--- config.mk ---
export PLATFORM = sky130hd
export DESIGN_NAME = float_to_fixed
export DESIGN_NICKNAME = d
export VERILOG_FILES = /design/src/rtl/float_to_fixed_pkg.sv /design/src/rtl/shift_sticky.sv /design/src/rtl/float_to_fixed.sv
export SDC_FILE = /design/constraint.sdc
export NUM_CORES = 1
export LEC_CHECK = 0
export CORE_MARGIN = 2
export CORE_UTILIZATION = 60
export CTS_BUF_LIST = sky130_fd_sc_hd__clkbuf_4 sky130_fd_sc_hd__clkbuf_8 sky130_fd_sc_hd__clkbuf_16
export CTS_CLUSTER_DIAMETER = 200
export DETAILED_ROUTE_END_ITERATION = 10
export PLACE_DENSITY = 0.84
export SLEW_MARGIN = 20
export SYNTH_ARGS = -nofsm -noshare
export SYNTH_HDL_FRONTEND = slang
export SYNTH_HIERARCHICAL = 1
export SYNTH_SLANG_ARGS = --single-unit
--- constraint.sdc ---
create_clock -name i_CLK -period 4.3 [get_ports i_CLK]
set_input_delay 0.43 -clock i_CLK [delete_from_list [all_inputs] [get_ports i_CLK]]
set_output_delay 0.43 -clock i_CLK [all_outputs]
set_load 0.01 [all_outputs]
--- src/rtl/float_to_fixed_pkg.sv ---
// rtl/float_to_fixed_pkg.sv - shared arithmetic constants for float to fixed conversion
//
// Purpose: IEEE-754 single field widths, bias, saturation limits of the
//          32-bit signed fixed-point result, and the operand class encoding.
// Ports:   none (package).
package float_to_fixed_pkg;

  localparam int          EXP_W    = 8;
  localparam int          MAN_W    = 23;
  localparam int          EXP_BIAS = 127;
  localparam logic [31:0] FIX_MAX  = 32'h7FFF_FFFF;
  localparam logic [31:0] FIX_MIN  = 32'h8000_0000;

  typedef enum logic [1:0] {
    CLS_ZERO = 2'd0,  // exponent 0: zero or denormal
    CLS_NORM = 2'd1,
    CLS_INF  = 2'd2,
    CLS_NAN  = 2'd3
  } fclass_e;

endpackage

--- src/rtl/shift_sticky.sv ---
// rtl/shift_sticky.sv - significand shifter with sticky and overflow detection
//
// Purpose: shifts a 24-bit significand left (sh_i >= 0) or right (sh_i < 0)
//          into a 32-bit magnitude.
// Ports:   sig_i    - 24-bit significand {1, mantissa}
//          sh_i     - signed shift amount, positive = left
//          mag_o    - 32-bit shifted magnitude
//          sticky_o - OR of all bits shifted out on the right
//          ovf_o    - a 1 would land above bit 31 on a left shift
module shift_sticky (
  input  logic [23:0]       sig_i,
  input  logic signed [9:0] sh_i,
  output logic [31:0]       mag_o,
  output logic              sticky_o,
  output logic              ovf_o
);

  logic [55:0] wide;
  logic [9:0]  rsh;

  always_comb begin
    mag_o    = '0;
    sticky_o = 1'b0;
    ovf_o    = 1'b0;
    wide     = '0;
    rsh      = -sh_i;
    if (!sh_i[9]) begin
      // Beyond 32 the whole significand is gone; decide by range, not by a
      // truncated shift count that could wrap around.
      if (sh_i > 10'sd32) begin
        ovf_o = |sig_i;
      end else begin
        wide  = {32'd0, sig_i} << sh_i[5:0];
        mag_o = wide[31:0];
        ovf_o = |wide[55:32];
      end
    end else begin
      if (rsh >= 10'd32) begin
        sticky_o = |sig_i;
      end else begin
        // Lower 32 bits of the window catch everything shifted out.
        wide     = {sig_i, 32'd0} >> rsh[4:0];
        mag_o    = {8'd0, wide[55:32]};
        sticky_o = |wide[31:0];
      end
    end
  end

endmodule

--- src/rtl/float_to_fixed.sv ---
// rtl/float_to_fixed.sv - 3-stage IEEE-754 single to signed Q-format converter
//
// Purpose: converts a float to a 32-bit two's-complement value with FRAC_BITS
//          fraction bits, truncating toward zero and saturating out of range.
// Ports:   i_CLK, i_RST            - clock, synchronous active-high reset
//          i_VALID/o_READY/i_FLOAT - operand handshake and value
//          o_VALID/i_READY/o_FIXED - result handshake and value
//          o_OVERFLOW, o_INVALID, o_INEXACT - result flags
module float_to_fixed
  import float_to_fixed_pkg::*;
#(
  parameter int FRAC_BITS = 0
) (
  input  logic        i_CLK,
  input  logic        i_RST,
  input  logic        i_VALID,
  output logic        o_READY,
  input  logic [31:0] i_FLOAT,
  output logic        o_VALID,
  input  logic        i_READY,
  output logic [31:0] o_FIXED,
  output logic        o_OVERFLOW,
  output logic        o_INVALID,
  output logic        o_INEXACT
);

  logic en;
  assign en      = ~o_VALID | i_READY;
  assign o_READY = en;

  // S1: unpack and classify
  logic [EXP_W-1:0] exp_w;
  logic [MAN_W-1:0] man_w;
  fclass_e          cls_d;
  logic signed [9:0] sh_d;

  assign exp_w = i_FLOAT[30:23];
  assign man_w = i_FLOAT[22:0];
  // Modulo-2^10 arithmetic yields the correct two's-complement shift.
  assign sh_d  = {2'b00, exp_w} - 10'(EXP_BIAS + MAN_W) + 10'(FRAC_BITS);

  always_comb begin
    cls_d = CLS_NORM;
    if (exp_w == '0)      cls_d = CLS_ZERO;
    else if (&exp_w)      cls_d = (man_w != '0) ? CLS_NAN : CLS_INF;
  end

  logic              v1_q, sign1_q, man_nz1_q;
  fclass_e           cls1_q;
  logic [23:0]       sig1_q;
  logic signed [9:0] sh1_q;

  always_ff @(posedge i_CLK) begin
    if (i_RST) begin
      v1_q      <= 1'b0;
      sign1_q   <= 1'b0;
      man_nz1_q <= 1'b0;
      cls1_q    <= CLS_ZERO;
      sig1_q    <= '0;
      sh1_q     <= '0;
    end else if (en) begin
      v1_q <= i_VALID;
      if (i_VALID) begin
        sign1_q   <= i_FLOAT[31];
        man_nz1_q <= (man_w != '0);
        cls1_q    <= cls_d;
        sig1_q    <= {1'b1, man_w};
        sh1_q     <= sh_d;
      end
    end
  end

  // S2: shift
  logic [31:0] mag_w;
  logic        sticky_w, sovf_w;

  shift_sticky u_shift (
    .sig_i    (sig1_q),
    .sh_i     (sh1_q),
    .mag_o    (mag_w),
    .sticky_o (sticky_w),
    .ovf_o    (sovf_w)
  );

  logic        v2_q, sign2_q, man_nz2_q, sticky2_q, ovf2_q;
  fclass_e     cls2_q;
  logic [31:0] mag2_q;

  always_ff @(posedge i_CLK) begin
    if (i_RST) begin
      v2_q      <= 1'b0;
      sign2_q   <= 1'b0;
      man_nz2_q <= 1'b0;
      sticky2_q <= 1'b0;
      ovf2_q    <= 1'b0;
      cls2_q    <= CLS_ZERO;
      mag2_q    <= '0;
    end else if (en) begin
      v2_q <= v1_q;
      if (v1_q) begin
        sign2_q   <= sign1_q;
        man_nz2_q <= man_nz1_q;
        sticky2_q <= sticky_w;
        ovf2_q    <= sovf_w;
        cls2_q    <= cls1_q;
        mag2_q    <= mag_w;
      end
    end
  end

  // S3: negate and saturate
  logic [31:0] fixed_d;
  logic        ovf_d, inv_d, inx_d;

  always_comb begin
    fixed_d = '0;
    ovf_d   = 1'b0;
    inv_d   = 1'b0;
    inx_d   = 1'b0;
    case (cls2_q)
      CLS_NAN:  inv_d = 1'b1;
      CLS_INF: begin
        fixed_d = sign2_q ? FIX_MIN : FIX_MAX;
        ovf_d   = 1'b1;
      end
      CLS_ZERO: inx_d = man_nz2_q;
      CLS_NORM: begin
        // Negative side reaches one further: -2^31 is representable.
        if (ovf2_q || (!sign2_q && mag2_q[31]) || (sign2_q && mag2_q > FIX_MIN)) begin
          fixed_d = sign2_q ? FIX_MIN : FIX_MAX;
          ovf_d   = 1'b1;
        end else begin
          fixed_d = sign2_q ? (~mag2_q + 32'd1) : mag2_q;
          inx_d   = sticky2_q;
        end
      end
      default: ;
    endcase
  end

  always_ff @(posedge i_CLK) begin
    if (i_RST) begin
      o_VALID    <= 1'b0;
      o_FIXED    <= '0;
      o_OVERFLOW <= 1'b0;
      o_INVALID  <= 1'b0;
      o_INEXACT  <= 1'b0;
    end else if (en) begin
      o_VALID <= v2_q;
      if (v2_q) begin
        o_FIXED    <= fixed_d;
        o_OVERFLOW <= ovf_d;
        o_INVALID  <= inv_d;
        o_INEXACT  <= inx_d;
      end
    end
  end

endmodule

==> impl_metrics.csv <==
group,metric,value,unit
layout,drive_above_1_share,13.1,%
cts,postCtsSetupBuffers,0,
worst_setup_path,slowest_delay,1.02,ns
yosys,yosysTopAreaCell,"dfxtp_1",
floorplanning,die-area,0.0161,sq mm
timing,setup_violations,0,
timing,hold_ws,0.447,ns
floorplanning,start_util,62.0,%
yosys,synth_compound_area_share,22.6,%
timing,maxSlewViolCount,0,
power_and_ir_drop,internal_power,0.00237,W
cts,cts_tree,"yes",
yosys,syn-cell-area,0.00907,sq mm
route,wl_per_cell,20.6,um
worst_setup_path,critPathSlowestCell,"ha_1",
layout,layout.cells.non_filler,1343,
worst_setup_path,path_class,"reg2reg",
yosys,ys_dominant_reg_cell,"dfxtp_1",
placement,io_buffers,72,
power_and_ir_drop,pwr-share-clk,40.8,%
yosys,synth_cell_types,84,
timing,fin_crit_sh,81.0,%
yosys,synth_cells,1133,
worst_setup_path,cp-end-kind,"flop",
timing,fin_crit,3.49,ns
worst_setup_path,cp_data_required_time,4.57,ns
route,drt_iter0_markers,1493,
layout,area_growth,13.6,%
cts,cts_made_buffers,17,
timing,worst_pin_slew,1.06,ns
layout,nets,1191,
placement,dpl.hpwl,19500,um
global_routing,gr-usage-all-layers,34.0,%
hold_path,hold_class,"reg2reg",
yosys,synth_top_area_share,24.9,%
floorplanning,die_w,127,um
worst_setup_path,cp-start-kind,"flop",
cts,cts_num_sinks,113,
route,viasPerCell,6.86,
route,totalWireLength,27700,um
cts,cts-hold-fix-buffers,0,
yosys,synth_fa_ha_area_share,1.10,%
floorplanning,die_y,127,um
power_and_ir_drop,irDropWorstVdd,0.301,mV
cts,cts_buffer_depth,2,
layout,fill_cells,1179,
yosys,synth.avg_cell_area,8.01,sq um
power_and_ir_drop,cellPowerDensity,342,mW/mm^2
yosys,ys_ff_latch,113,
floorplanning,core,0.0146,sq mm
floorplanning,num_io_pins,73,
yosys,synth_top_family_by_area,"compound AO/OA/AOI/OAI gates",
power_and_ir_drop,p_sw,0.00115,W
layout,stdcell_area,0.0103,sq mm
worst_setup_path,cp_max_fo,31,
global_routing,grt_first_pass_wirelength,43900,um
yosys,synth_xor_area_share,2.80,%
timing,finalHoldViolCount,0,
route,dr.pass1.iters,6,
timing,fin_ws,0.815,ns
placement,dpl_cell_area,0.00972,sq mm
route,route.detailed.drc,0,
power_and_ir_drop,switching_share,32.7,%
power_and_ir_drop,comb_power_share,26.5,%
floorplanning,core.rowCount,44,
cts,clk_pin_slew_worst_paths,0.06,ns
cts,post_cts_resized,0,
yosys,synth-seq-area-share,24.9,%
global_routing,grt_start_max_net_pins,88,
yosys,synth-edff-count,0,
timing,tns,0,ns
yosys,yosys.area_share.simple,22.4,%
worst_setup_path,critical_path_arrival,3.76,ns
yosys,synth.area.mux_share,20.4,%
route,via_count,9209,
timing,fin_skew,0.00923,ns
global_routing,grt_pass1_vias,8458,
cts,clk_latency,0.42,ns
power_and_ir_drop,p_seq_share,32.7,%
outcome,status,"finished, final reports clean",
placement,place_ws,0.869,ns
worst_setup_path,path_cells,"inv_1, ha_1, mux4_1, mux2i_1, mux2i_1, a2111oi_4, nand2_1, o41ai_2, a31oi_1, nand2_1, a21oi_1",
yosys,ys_warn_count,6,
cts,cts_root_buf,"clkbuf_16",
global_routing,antenna_found_initial,0,
layout,antennaDiodeCount,0,
placement,place_inst,1312,
yosys,synthTopCellsByArea,"dfxtp_1 (25%), nand2_1 (8.4%), mux2i_1 (7.5%)",
yosys,syn_nets,1177,
timing,fmax,287,MHz
timing,rsz0062_at_grt,"no",
flow_run,maxCapViolations,0,
power_and_ir_drop,p_leak,3.78,nW
cts,htreeDepth,4,
timing,relSlewSlack,28.7,%
global_routing,grt_overflow,0,
yosys,synth-async-reset-ratio,0,%
placement,gp_congestion,1.03,
route,ant_nets,0,
-- per-stage QoR --
step	util [%]	power, W
final	70.4	0.00353
after global routing	70.4	0.00365
after CTS	70.4	0.00349
after detailed placement	66.3	0.00206
after global placement	66.3	0.00205
after floorplan	-	0.00184
-- power groups by stage --
stage	logic, W	registers, W	clock network (W)
final	0.000935	0.00115	0.00144
after global routing	0.000996	0.00116	0.00150
after CTS	0.000902	0.00115	0.00144
after detailed placement	0.000892	0.00117	0
after global placement	0.000886	0.00117	0
after floorplan	0.000710	0.00113	0
-- cell usage after synthesis, types with 18 or more instances --
cell,n
a211oi_1,18
a21oi_1,114
clkbuf_1,69
dfxtp_1,113
mux2_2,18
mux2i_1,68
mux4_2,29
nand2_1,202
nand3_1,19
nor2_1,75
nor3_1,18
nor4_1,21
o21ai_0,47
o22ai_1,18
xnor2_1,18
-- cells by family (layout without fill, tap and decap cells) --
family          count (synthesis)  after routing
compound gates                311            311
xor+xnor                       26             26
fa+ha+maj                       8              8
buf+inv                       113            139
flops                         113            113
mux                           127            127
simple gates                  435            435
-- critical path, delay by kind of cell, from the launching register on --
kind / cells / cell delay, ns
adders and majority gates: 1 / 1.02
muxes: 3 / 0.89
AOI/OAI and AO/OA: 4 / 0.82
DFF: 1 / 0.32
and+or+nand+nor: 2 / 0.19
buffers and inverters: 1 / 0.09
-- cells in the final DEF (no fill, tap or decap), types with 18 or more instances in the layout --
cell type | netlist | layout
a211oi_1 | 18 | 18
a21oi_1 | 114 | 113
buf_4 | 2 | 20
clkdlybuf4s50_1 | 0 | 71
dfxtp_1 | 113 | 111
mux2_2 | 18 | 18
mux2i_1 | 68 | 68
mux4_2 | 29 | 29
nand2_1 | 202 | 202
nand3_1 | 19 | 19
nor2_1 | 75 | 75
nor3_1 | 18 | 18
nor4_1 | 21 | 21
o21ai_0 | 47 | 47
o22ai_1 | 18 | 18
xnor2_1 | 18 | 18
-- layout make-up --
class	instances	area (sq um)	share of cell area (%)
tap	184	230	2.23
inverter	16	60.1	0.582
multi-input combinational	907	6290	61.0
clock inverter	13	163	1.58
sequential	113	2260	22.0
clock buffer	18	433	4.20
timing repair buffer	92	866	8.40
-- per-layer routing --
metal / wire length [um] / track usage [%] / share of wire (%)
met2: 12400 / 51.5 / 45
met1: 11400 / 46.3 / 41
met5: 0 / 0 / 0
met4: 825 / 13.5 / 3.0
met3: 3020 / 9.59 / 11
-- flip-flops by register name, summed over array words and instances, names as in the netlist, 2 cells and up --
name     flops
mag2_q      32
o_FIXED     32
cls1_q       2
sh1_q        9
sig1_q      24
cls2_q       2
-- path summary, 6_finish.rpt --
path	endpoint	slack [ns]	from	cells after the start
setup reg to reg	sticky2_q	0.81	sh1_q[1]	11
setup / recovery	sticky2_q	0.81	sh1_q[1]	11
hold / removal	sign2_q	0.45	sign1_q	2
hold reg to reg	sign2_q	0.45	sign1_q	2
No activity file was read; power rests on OpenSTA's default activity.
